[src/rtl/alu_sequencer.sv]
// alu_sequencer: registered issue stage in front of a combinational ALU,
// followed by an in-order response FIFO. Requests are admitted only while
// there is room for their result, so a capture can never overflow the FIFO.
module alu_sequencer #(
   parameter int N     = 32,
   parameter int DEPTH = 4,
   parameter int TAG_W = 4
) (
   input  logic                   clk,
   input  logic                   rst,
   input  logic                   req_valid,
   output logic                   req_ready,
   input  logic [N-1:0]           req_op_a,
   input  logic [N-1:0]           req_op_b,
   input  logic [1:0]             req_sel,
   input  logic [TAG_W-1:0]       req_tag,
   output logic [N-1:0]           alu_op_a,
   output logic [N-1:0]           alu_op_b,
   output logic [1:0]             alu_sel,
   input  logic [N-1:0]           alu_result,
   output logic                   rsp_valid,
   input  logic                   rsp_ready,
   output logic [N-1:0]           rsp_result,
   output logic [TAG_W-1:0]       rsp_tag,
   output logic                   rsp_zero,
   output logic [$clog2(DEPTH):0] occupancy
);

   localparam int AW = $clog2(DEPTH);
   localparam logic [AW:0] FULL = (AW+1)'(DEPTH);

   // issue stage
   logic             issue_vld_q, issue_vld_d;
   logic [N-1:0]     op_a_q, op_a_d;
   logic [N-1:0]     op_b_q, op_b_d;
   logic [1:0]       sel_q, sel_d;
   logic [TAG_W-1:0] tag_q, tag_d;

   // response FIFO
   logic [N-1:0]     res_mem_q [DEPTH];
   logic [TAG_W-1:0] tag_mem_q [DEPTH];
   logic [AW-1:0]    wr_ptr_q, wr_ptr_d;
   logic [AW-1:0]    rd_ptr_q, rd_ptr_d;
   logic [AW:0]      count_q, count_d;
   logic [N-1:0]     last_res_q, last_res_d;
   logic [TAG_W-1:0] last_tag_q, last_tag_d;

   logic accept, push, pop;

   // Occupancy counts the issue-stage entry too, so every admitted request
   // already owns a FIFO slot by the time it is captured.
   assign occupancy = count_q + {{AW{1'b0}}, issue_vld_q};
   assign req_ready = !rst && (occupancy < FULL);
   assign accept    = req_valid && req_ready;
   assign push      = issue_vld_q;
   assign pop       = rsp_valid && rsp_ready;

   assign alu_op_a  = op_a_q;
   assign alu_op_b  = op_b_q;
   assign alu_sel   = sel_q;

   // Head of FIFO when non-empty; otherwise the last value that left.
   assign rsp_valid  = (count_q != '0);
   assign rsp_result = rsp_valid ? res_mem_q[rd_ptr_q] : last_res_q;
   assign rsp_tag    = rsp_valid ? tag_mem_q[rd_ptr_q] : last_tag_q;
   assign rsp_zero   = (rsp_result == '0);

   // Issue stage next state: load on accept, otherwise hold operands and drop valid.
   always_comb begin
      issue_vld_d = accept;
      op_a_d      = op_a_q;
      op_b_d      = op_b_q;
      sel_d       = sel_q;
      tag_d       = tag_q;
      if (accept) begin
         op_a_d = req_op_a;
         op_b_d = req_op_b;
         sel_d  = req_sel;
         tag_d  = req_tag;
      end
   end

   // Issue stage registers.
   always_ff @(posedge clk) begin
      if (rst) begin
         issue_vld_q <= 1'b0;
         op_a_q      <= '0;
         op_b_q      <= '0;
         sel_q       <= '0;
         tag_q       <= '0;
      end else begin
         issue_vld_q <= issue_vld_d;
         op_a_q      <= op_a_d;
         op_b_q      <= op_b_d;
         sel_q       <= sel_d;
         tag_q       <= tag_d;
      end
   end

   // FIFO pointer/count next state; pointers wrap naturally at DEPTH.
   always_comb begin
      wr_ptr_d   = wr_ptr_q;
      rd_ptr_d   = rd_ptr_q;
      count_d    = count_q;
      last_res_d = last_res_q;
      last_tag_d = last_tag_q;
      if (push) wr_ptr_d = wr_ptr_q + AW'(1);
      if (pop) begin
         rd_ptr_d   = rd_ptr_q + AW'(1);
         last_res_d = res_mem_q[rd_ptr_q];
         last_tag_d = tag_mem_q[rd_ptr_q];
      end
      case ({push, pop})
         2'b10:   count_d = count_q + (AW+1)'(1);
         2'b01:   count_d = count_q - (AW+1)'(1);
         default: count_d = count_q;
      endcase
   end

   // FIFO storage and control; capture takes the ALU result of the issued op.
   always_ff @(posedge clk) begin
      if (rst) begin
         wr_ptr_q   <= '0;
         rd_ptr_q   <= '0;
         count_q    <= '0;
         last_res_q <= '0;
         last_tag_q <= '0;
         for (int i = 0; i < DEPTH; i++) begin
            res_mem_q[i] <= '0;
            tag_mem_q[i] <= '0;
         end
      end else begin
         wr_ptr_q   <= wr_ptr_d;
         rd_ptr_q   <= rd_ptr_d;
         count_q    <= count_d;
         last_res_q <= last_res_d;
         last_tag_q <= last_tag_d;
         if (push) begin
            res_mem_q[wr_ptr_q] <= alu_result;
            tag_mem_q[wr_ptr_q] <= tag_q;
         end
      end
   end

endmodule

[config.mk]
export PLATFORM = sky130hd
export DESIGN_NAME = alu_sequencer
export DESIGN_NICKNAME = d
export VERILOG_FILES = /design/src/rtl/alu_sequencer.sv
export SDC_FILE = /design/constraint.sdc
export NUM_CORES = 1
export LEC_CHECK = 0
export BUFFER_PORTS_ARGS = -buffer_cell sky130_fd_sc_hd__buf_2
export CORE_MARGIN = 5
export CORE_UTILIZATION = 45
export CTS_CLUSTER_SIZE = 16
export DETAILED_ROUTE_END_ITERATION = 16
export PLACE_DENSITY = 0.68
export SYNTH_ARGS = -nofsm -noshare
export SYNTH_HDL_FRONTEND = slang
export SYNTH_SLANG_ARGS = --single-unit
export TNS_END_PERCENT = 5
[constraint.sdc]
create_clock -name clk -period 3.1 [get_ports clk]
set_input_delay 0.31 -clock clk [delete_from_list [all_inputs] [get_ports clk]]
set_output_delay 0.31 -clock clk [all_outputs]
set_load 0.01 [all_outputs]
==> results of run 1 <==
metal layers:
metal / GRT usage / up-vias / wire (um)
met1: 0.2795 / 3967 / 12400
li1: - / 3964 / -
met2: 0.3306 / 295 / 13830
met4: 0.07532 / 6 / 1061
met3: 0.04523 / 77 / 2176
met5: 0 / - / 28
Yosys cell counts (all sizes together), types with 4 or more instances:
library cell / instances / share of area
a21oi: 39 / 0.018
and2: 142 / 0.081
buf: 6 / 0.0055
clkbuf: 56 / 0.019
dfxtp: 116 / 0.21
edfxtp: 144 / 0.39
inv: 7 / 0.0024
mux4: 36 / 0.074
nand2: 325 / 0.11
nand3b: 69 / 0.047
nor2: 12 / 0.0041
nor4: 13 / 0.0074
o21ai: 4 / 0.0018
xor2: 4 / 0.0032
what timing repair did:
action | CTS | global route
hold endpoints to repair | 70 | 0
hold buffers | 70 | 0
setup buffers | 2 | 12
gates resized for setup | 4 | 4
pin swaps | 1 | 3
setup endpoints to repair | 1 | 1
final cells by class:
cell class              instances  area share
clock inverters                11    0.006110
multi-input cells             669      0.2883
well taps                     324     0.02869
repair buffers                319      0.1477
flip-flops and latches        260      0.4707
inverters                       7    0.001860
diodes                          1   0.0001771
clock buffers                  40     0.05641
power by group through the flow:
stage                     combinational, mW  clock (mW)  sequential, mW
after floorplan                        1.79           0            4.27
after global placement                 2.82           0            4.28
after detailed placement               2.85           0            4.29
after CTS                              3.00        3.23            4.21
after global routing                   3.40        3.39            4.25
final                                  3.12        3.17            4.21
through the flow:
step	utilization	setup WS (ns)	hold WS (ns)	power (mW)
after detailed placement	0.5123	0.4181	0.4499	7.141
after floorplan	-	0.7925	0.4090	6.055
after global placement	0.5123	0.3983	0.4418	7.095
after global routing	0.5844	0.0009188	0.08309	11.04
final	0.5844	0.09543	0.08985	10.49
after CTS	0.5798	0.05407	0.07078	10.44
logic make-up after synthesis:
group                      share of synthesized area
DFF                                           0.6067
buffers and inverters                        0.02707
muxes                                        0.07402
and+or+nand+nor                               0.2617
xor gates and xnor gates                    0.004797
adders and majority gates                   0.005255
AOI/OAI and AO/OA                            0.02045
registers in the layout, indices dropped and copies added (netlist names), named ones only:
name and flops:
rd_ptr_q 2, alu_op_a 32, alu_op_b 32, last_res_q 32, res_mem_q 128, tag_mem_q 16
count_q 3, wr_ptr_q 2, tag_q 4, issue_vld_q 1, last_tag_q 4, alu_sel 2
critical path, cell delays in order (launching register included):
cell	delay (ns)
dfxtp_4	0.40
buf_12	0.16
mux4_2	0.55
nor4_2	0.31
nand4_1	0.22
o21ai_2	0.21
and3_1	0.19
buf_2	0.14
cell usage in the layout (no fill, tap or decap), types with 11 or more instances in the layout:
| cell | synthesis | final |
|---|---|---|
| buf_2 | 2 | 213 |
| mux4_2 | 36 | 36 |
| nand3b_1 | 69 | 69 |
| dlygate4sd3_1 | 0 | 70 |
| a21oi_1 | 39 | 39 |
| nor2_1 | 12 | 11 |
| dfxtp_1 | 116 | 115 |
| edfxtp_1 | 144 | 144 |
| nand2_1 | 325 | 324 |
| clkbuf_16 | 0 | 29 |
| buf_4 | 1 | 32 |
| and2_1 | 142 | 142 |
final timing paths:
| kind | to | slack, ns | cells past startpoint |
|---|---|---|---|
| setup / recovery | rsp_zero | 0.1 | 7 |
| hold / removal | res_mem_q[2][31] | 0.09 | 2 |
| setup reg to reg | alu_op_b[13] | 0.79 | 8 |
| hold reg to reg | last_tag_q[1] | 0.46 | 2 |
==> out/results.tsv, run 1 <==
stage	metric	value	unit
run_status	status	complete, no violations	
pwr	leakage	6.118	nW
pwr	Comb pwr share	0.297	
sta	Max Slew Vio Count	0	
placement	Post-DP HPWL	19000	um
sta	RSZ-0062 raised after global routing	no	
yosys	post-synthesis instance area	0.01095	mm2
cts	root buf cell	clkbuf_16	
yosys	cells after synthesis	998	
cts	CTS Buffer Depth	3	
pwr	clock share of power	0.302	
layout	Post-Layout Inst Area	0.01413	mm2
pwr	sequential share of power	0.401	
layout	# nets final	1395	
die	Die Wd	166.0	um
route	remaining antenna violation count	0	
setup_path	worst path arrival time	2.69	ns
route	DRT Wirelength	29500	um
run	max-cap viol count	0	
sta	Final Hold Fails	0	
yosys	post-synthesis sequential area ratio	0.6067	
pwr	P_sw	3.340	mW
route	drt first pass iters	5	
placement	DP Area	0.01239	mm2
layout	layout cell share with drive strength beyond 1	0.2634	
yosys	Post-synth top flop	edfxtp_1	
global_routing	Remaining Overflow, GRT	0	
placement	Inst Count DP	1495	
min_path	Hold Crit Class	in -> reg	
sta	Rel. slew slack	0.4618	
setup_path	crit path launch type	register	
global_routing	vias in the first global route	8294	
route	DR vias	8309	
pwr	Pwr Density	742.6	mW/mm2
die	die area	0.02756	mm2
sta	achievable frequency	332.8	MHz
yosys	Syn. warnings	0	
cts	Sinks on Clock Net	260	
yosys	Avg Cell Area, Syn	10.98	um2
yosys	flop and latch count out of synthesis	260	
cts	Clk pin slew, worst setup/hold paths	0.06	ns
cts	CTS tree	done	
layout	multi-input combinational cell area	0.004074	mm2
die	row cnt	57	
setup_path	Critical Path RT	2.79	ns
pwr	Internal	7.152	mW
route	Post-route DRC	0	
sta	Layout Skew	0.009962	ns
die	Ports	214	
layout	fill cell count	2000	
pwr	Net Sw Frac	0.3183	
route	Avg WL per Cell	18.09	um
route	Vias/cell	5.094	
layout	area grow syn2layout	28.98	%
global_routing	largest net degree at the start of global routing	70	
cts	TritonCTS buffer count	28	
sta	fin crit period	3.005	ns
yosys	Net Count, Synth	1108	
global_routing	gr usage total	0.2067	
cts	CTS HTree Levels	1	
setup_path	CP Class	reg -> out	
yosys	number of enable flip-flop cells after synthesis	144	
layout	Register Area	0.006650	mm2
sta	fin crit share	0.9692	
placement	routability cong.	0.8236	
placement	Port Buffer Count	213	
global_routing	initial antenna violation count	4	
yosys	Synth cell types	34	
sta	final setup fails	0	
setup_path	Worst Path Max Fanout	13	
die	core box area	0.02418	mm2
pwr	Worst VDD drop	0.4482	mV
cts	worst skew pair latency	0.53	ns
route	initial drt markers	542	
sta	worst slew pin tran	0.8064	ns
min_path	min-delay src	alu_result[31]	
yosys	Synth async-reset ratio	0	
die	chip height	166.0	um
global_routing	first-pass GRT wire length	46040	um
setup_path	crit path capture type	output pin	
setup_path	Reg-to-Reg Start	issue_vld_q	
die	initial core utilization	0.4531	
sta	setup_tns	0	ns
layout	final cell count without fillers	1631	
No activity file was read; power rests on OpenSTA's default activity.
==> run 2, diff against run 1 <==
CORE_MARGIN = 4   (was 5)
CTS_BUF_LIST = sky130_fd_sc_hd__clkbuf_8   (was unset)
==> out/results.tsv, run 2 (synthesis gave the netlist of run 1 again) <==
stage	metric	value	unit	change
run_status	status	complete, no violations		unchanged
die	Ports	214		unchanged
die	initial core utilization	0.4625		was 0.4531
route	Post-route DRC	0		unchanged
setup_path	CP dominant cell by count	buf_12		
sta	Layout Skew	0.02444	ns	was 0.009962 ns
layout	Final Util	0.6011		was 0.5844
sta	Max Slew Vio Count	0		unchanged
sta	setup_tns	0	ns	unchanged
layout	most common cell after layout, fill and taps aside	nand2_1		unchanged
die	die area	0.02690	mm2	was 0.02756 mm2
min_path	Hold Crit Class	in -> reg		unchanged
setup_path	CP Cell Sequence	buf_12 > buf_12 > mux4_2 > nor4_4 > nand4_1 > o21ai_2 > and3_4 > buf_6		was buf_12 > mux4_2 > nor4_2 > nand4_1 > o21ai_2 > and3_1 > buf_2
setup_path	crit path launch type	register		unchanged
die	core box area	0.02368	mm2	was 0.02418 mm2
sta	fin crit share	0.9964		was 0.9692
layout	area grow syn2layout	29.95	%	was 28.98%
pwr	Pwr Density	734.3	mW/mm2	was 742.6 mW/mm2
global_routing	largest net degree at the start of global routing	67		was 70
setup_path	Worst Path Max Fanout	8		was 13
global_routing	GR peak layer	met2		unchanged
placement	Post-DP HPWL	18630	um	was 19000 um
pwr	clock share of power	0.276		was 0.302
setup_path	CP top delay family	simple AND/OR/NAND/NOR gates		unchanged
pwr	P_sw	3.532	mW	was 3.340 mW
route	Avg WL per Cell	18.15	um	was 18.09 um
pwr	overall power	10.45	mW	was 10.49 mW
die	chip height	164.0	um	was 166.0 um
setup_path	Buf/Inv on CP	3		was 2
sta	achievable frequency	323.7	MHz	was 332.8 MHz
sta	RSZ-0062 raised after global routing	yes		was no
global_routing	met3 usage in global routing	0.04668		was 0.04523
placement	Port Buffer Count	213		unchanged
pwr	Internal	6.921	mW	was 7.152 mW
layout	max FFs per register	128		unchanged
setup_path	CP peak stage delay	0.55	ns	about the same
global_routing	vias in the first global route	8346		was 8294
setup_path	crit path capture type	output pin		unchanged
die	row cnt	56		was 57
route	drt first pass iters	5		unchanged
cts	TritonCTS buffer count	45		was 28
cts	Clk pin slew, worst setup/hold paths	0.06	ns	about the same
setup_path	slowest CP cell	mux4_2		unchanged
global_routing	first-pass GRT wire length	46550	um	was 46040 um
pwr	sequential share of power	0.403		was 0.401
route	DR vias	8468		was 8309
pwr	Comb pwr share	0.321		was 0.297
cts	CTS tree	done		unchanged
cts	CTS HTree Levels	2		was 1
cts	root buf cell	clkbuf_8		was clkbuf_16
sta	fin crit period	3.089	ns	was 3.005 ns
sta	Final Hold Fails	0		unchanged
setup_path	worst path arrival time	2.78	ns	was 2.69 ns
cts	CTS Buffer Depth	3		unchanged
route	remaining antenna violation count	0		unchanged
route	initial drt markers	685		was 542
route	DRT Wirelength	30170	um	was 29500 um
die	Die Wd	164.0	um	was 166.0 um
global_routing	met1 Use GR	0.3047		was 0.2795
global_routing	gr usage total	0.2216		was 0.2067
pwr	Net Sw Frac	0.3379		was 0.3183
layout	Reg with most FFs	res_mem_q		unchanged
route	Vias/cell	5.095		was 5.094
layout	# nets final	1415		was 1395
layout	layout cell share with drive strength beyond 1	0.2767		was 0.2634
placement	routability cong.	0.7944		was 0.8236
setup_path	Critical Path RT	2.79	ns	about the same
layout	Post-Layout Inst Area	0.01423	mm2	was 0.01413 mm2
setup_path	CP Class	reg -> out		unchanged
sta	final setup fails	0		unchanged
run	max-cap viol count	0		unchanged
pwr	leakage	6.239	nW	was 6.118 nW
sta	worst slew pin tran	0.5777	ns	was 0.8064 ns
global_routing	met2 Use GR	0.3531		was 0.3306
layout	most frequent cells in the layout	324 x nand2_1, 212 x buf_2, 144 x edfxtp_1, 142 x and2_1, 115 x dfxtp_1		was 324 x nand2_1, 213 x buf_2, 144 x edfxtp_1, 142 x and2_1, 115 x dfxtp_1
sta	worst hold slack	0.06465	ns	was 0.08985 ns
global_routing	initial antenna violation count	4		unchanged
cts	Sinks on Clock Net	260		unchanged
global_routing	Remaining Overflow, GRT	0		unchanged
cts	worst skew pair latency	0.56	ns	was 0.53 ns
pwr	Worst VDD drop	0.3884	mV	was 0.4482 mV
placement	DP Area	0.01240	mm2	was 0.01239 mm2
sta	Rel. slew slack	0.6149		was 0.4618
run 2: cell count changes in the layout (fill, tap and decap cells not counted), sizes merged:
cell,previous run,this run
diode,1,2
clkbuf,40,51
clkinvlp,2,1
clkinv,7,12
inv,8,26
buf,249,252
bufinv,1,0
run 2: per-stage QoR:
step / instances / setup WS, ns
3_5_place_dp: 1492 / 0.4282
5_1_grt: 1662 / -0.05975
4_1_cts: 1655 / 0.002110
2_1_floorplan: 998 / 0.7925
3_3_place_gp: 1492 / 0.4309
6_report: 1662 / 0.01109
run 2: worst reg2reg max path: cells and delay by family (launching register included):
| kind | cells | cell delay [ns] |
|---|---|---|
| AND/OR/NAND/NOR | 3 | 0.56 |
| adder cells (fa/ha/maj) | 2 | 0.53 |
| buffers and inverters | 3 | 0.46 |
| flip-flops | 1 | 0.40 |
| XOR/XNOR | 1 | 0.15 |
| AO/OA/AOI/OAI | 1 | 0.13 |
run 2: final timing paths:
path / start / endpoint / slack, ns / cells past startpoint
worst max-delay path: register / rsp_zero / 0.01 / 8
worst min-delay path: alu_result[0] / res_mem_q[1][0] / 0.06 / 2
worst max register to register: count_q[2] / count_q[2] / 0.80 / 10
worst min register to register: last_tag_q[0] / last_tag_q[0] / 0.45 / 2
run 2: layout make-up:
class / count / area, um2
Antenna cell: 2 / 5.005
Clock buffer: 51 / 701.9
Clock inverter: 32 / 131.4
Fill cell: 1967 / 9448
Inverter: 7 / 26.28
Multi-Input combinational cell: 669 / 4129
Sequential cell: 260 / 6650
Tap cell: 319 / 399.1
Timing Repair Buffer: 322 / 2192
run 2: power by group through the flow:
| stage | logic [mW] | clock network [mW] | registers (mW) |
|---|---|---|---|
| after floorplan | 1.79 | 0 | 4.27 |
| after global placement | 2.85 | 0 | 4.24 |
| after detailed placement | 2.87 | 0 | 4.26 |
| after CTS | 3.26 | 2.94 | 4.20 |
| after global routing | 3.64 | 3.13 | 4.25 |
| final | 3.35 | 2.89 | 4.21 |
run 2: routing by layer:
layer  wire (um)  up-vias
met5          27        -
li1            -     4006
met3        2165       66
met1       12720     4086
met4         799        4
met2       14450      306
run 2: repair_timing:
item / 4_1_cts / 5_1_grt
gates cloned: 3 / 0
endpoints found under the setup margin: 1 / 1
pin swaps: 6 / 5
buffers inserted: 7 / 5
hold endpoints to repair: 70 / 0
hold buffers: 70 / 0
resized for setup: 13 / 9
==> run 3, diff against run 2 <==
CTS_BUF_LIST = sky130_fd_sc_hd__clkbuf_4   (was sky130_fd_sc_hd__clkbuf_8)
clock period = 3.75 ns   (was 3.1 ns; I/O delays follow)
==> out/results.tsv, run 3 (synthesis gave the netlist of run 1 again) <==
stage	metric	value	unit	change
layout	max FFs per register	128		unchanged
cts	Clk pin slew, worst setup/hold paths	0.07	ns	was 0.06 ns
route	initial drt markers	648		was 685
setup_path	Worst Path Max Fanout	13		was 8
run	max-cap viol count	0		unchanged
global_routing	Remaining Overflow, GRT	0		unchanged
sta	achievable frequency	286.8	MHz	
placement	Post-DP HPWL	18110	um	was 18630 um
global_routing	initial antenna violation count	2		was 4
pwr	leakage	6.200	nW	was 6.239 nW
die	die area	0.02690	mm2	unchanged
layout	most frequent cells in the layout	324 x nand2_1, 213 x buf_2, 144 x edfxtp_1, 142 x and2_1		was 324 x nand2_1, 212 x buf_2, 144 x edfxtp_1, 142 x and2_1, 115 x dfxtp_1
setup_path	worst path arrival time	3.11	ns	was 2.78 ns
route	DRT Wirelength	29530	um	was 30170 um
sta	Rel. slew slack	0.2489		was 0.6149
setup_path	slowest CP cell	mux4_2		unchanged
die	core box area	0.02368	mm2	unchanged
global_routing	first-pass GRT wire length	45620	um	was 46550 um
die	row cnt	56		unchanged
cts	post-CTS setup buffer count	0		was 7
setup_path	crit path capture type	output pin		unchanged
route	Post-route DRC	0		unchanged
cts	CTS tree	done		unchanged
sta	Layout Skew	0.04326	ns	was 0.02444 ns
layout	layout cell share with drive strength beyond 1	0.2939		was 0.2767
setup_path	CP top delay family	simple AND/OR/NAND/NOR gates		unchanged
placement	routability cong.	0.8250		was 0.7944
sta	Max Slew Vio Count	0		unchanged
die	Ports	214		unchanged
min_path	Hold Crit Class	in -> reg		unchanged
route	Vias/cell	5.006		was 5.095
sta	fin crit period	3.487	ns	
setup_path	CP Class	reg -> out		unchanged
sta	setup_tns	0	ns	unchanged
die	Die Wd	164.0	um	unchanged
run_status	status	complete, no violations		unchanged
setup_path	CP peak stage delay	0.57	ns	was 0.55 ns
route	remaining antenna violation count	0		unchanged
route	drt first pass iters	7		was 5
layout	most common cell after layout, fill and taps aside	nand2_1		unchanged
pwr	Pwr Density	610.5	mW/mm2	was 734.3 mW/mm2
layout	area grow syn2layout	28.63	%	was 29.95%
sta	fin crit share	0.9298		
sta	Final Hold Fails	0		unchanged
setup_path	Critical Path RT	3.38	ns	was 2.79 ns
setup_path	crit path launch type	register		unchanged
cts	CTS HTree Levels	3		was 2
placement	Port Buffer Count	213		unchanged
sta	worst slew pin tran	1.127	ns	was 0.5777 ns
die	initial core utilization	0.4625		unchanged
route	Avg WL per Cell	17.44	um	was 18.15 um
cts	worst skew pair latency	0.67	ns	was 0.56 ns
cts	Sinks on Clock Net	260		unchanged
setup_path	CP Cell Sequence	buf_4 > mux4_2 > nor4_1 > nand4_1 > o21ai_1 > and3_1 > buf_2		was buf_12 > buf_12 > mux4_2 > nor4_4 > nand4_1 > o21ai_2 > and3_4 > buf_6
setup_path	Buf/Inv on CP	2		was 3
global_routing	gr usage total	0.2182		was 0.2216
pwr	Worst VDD drop	0.4820	mV	was 0.3884 mV
global_routing	vias in the first global route	8541		was 8346
cts	CTS Buffer Depth	3		unchanged
layout	Reg with most FFs	res_mem_q		unchanged
cts	root buf cell	clkbuf_4		was clkbuf_8
sta	final setup fails	0		unchanged
die	chip height	164.0	um	unchanged
route	DR vias	8476		was 8468
layout	Final Util	0.5950		was 0.6011
layout	# nets final	1426		was 1415
global_routing	largest net degree at the start of global routing	70		was 67
cts	TritonCTS buffer count	70		was 45
sta	RSZ-0062 raised after global routing	no		was yes
[run 3: changes by cell type in the layout (fill, tap and decap cells not counted), sizes merged]
cell and delta:
clkbuf +64, buf -20, inv -16, clkinv -7, dlygate4sd3 +6, bufinv +3, diode +1
[run 3: what timing repair did]
action / CTS / global route
hold buffers: 76 / 0
setup endpoints to repair: 1 / 1
gates resized for setup: 1 / 1
hold endpoints to repair: 82 / 0
gates cloned: 0 / 0
[run 3: through the flow]
step	cell area, um2	cells	total power [mW]	setup slack [ns]	hold slack (ns)
after floorplan	10950	998	5.005	1.411	0.4366
after global placement	12330	1487	5.813	0.7481	0.4423
after detailed placement	12330	1487	5.847	0.7211	0.4468
after CTS	14080	1690	8.673	0.01268	0.001712
after global routing	14090	1691	9.100	0.09039	0.01983
final	14090	1693	8.602	0.2633	0.04665
[run 3: cell type report]
cell class              instances  area [um2]
repair buffers                308        1973
clock inverters                12       127.6
well taps                     319       399.1
clock buffers                 115       863.3
fillers                      2026        9592
flip-flops and latches        260        6650
multi-input cells             669        4044
diodes                          3       7.507
inverters                       7       26.28
[run 3: path summary, 6_finish.rpt]
kind	start	end	slack [ns]	depth (start not counted)
setup / recovery	register	rsp_zero	0.26	7
hold / removal	alu_result[21]	res_mem_q[0][21]	0.05	2
setup reg to reg	count_q[0]	count_q[2]	1.17	10
hold reg to reg	last_tag_q[1]	last_tag_q[1]	0.45	2
[run 3: power breakdown]
| group | switching, mW | internal (mW) | leakage (nW) | total (mW) |
|---|---|---|---|---|
| registers | 0.187 | 3.31 | 2.45 | 3.50 |
| clock network | 1.16 | 1.59 | 0.592 | 2.75 |
| logic | 1.44 | 0.917 | 3.16 | 2.36 |
[run 3: routing by layer]
layer,track usage,share of wire,up-vias
met5,0,0.00044,-
met1,0.2946,0.43,4056
met3,0.04617,0.058,56
met2,0.3499,0.49,295
li1,-,-,4067
met4,0.08120,0.021,2
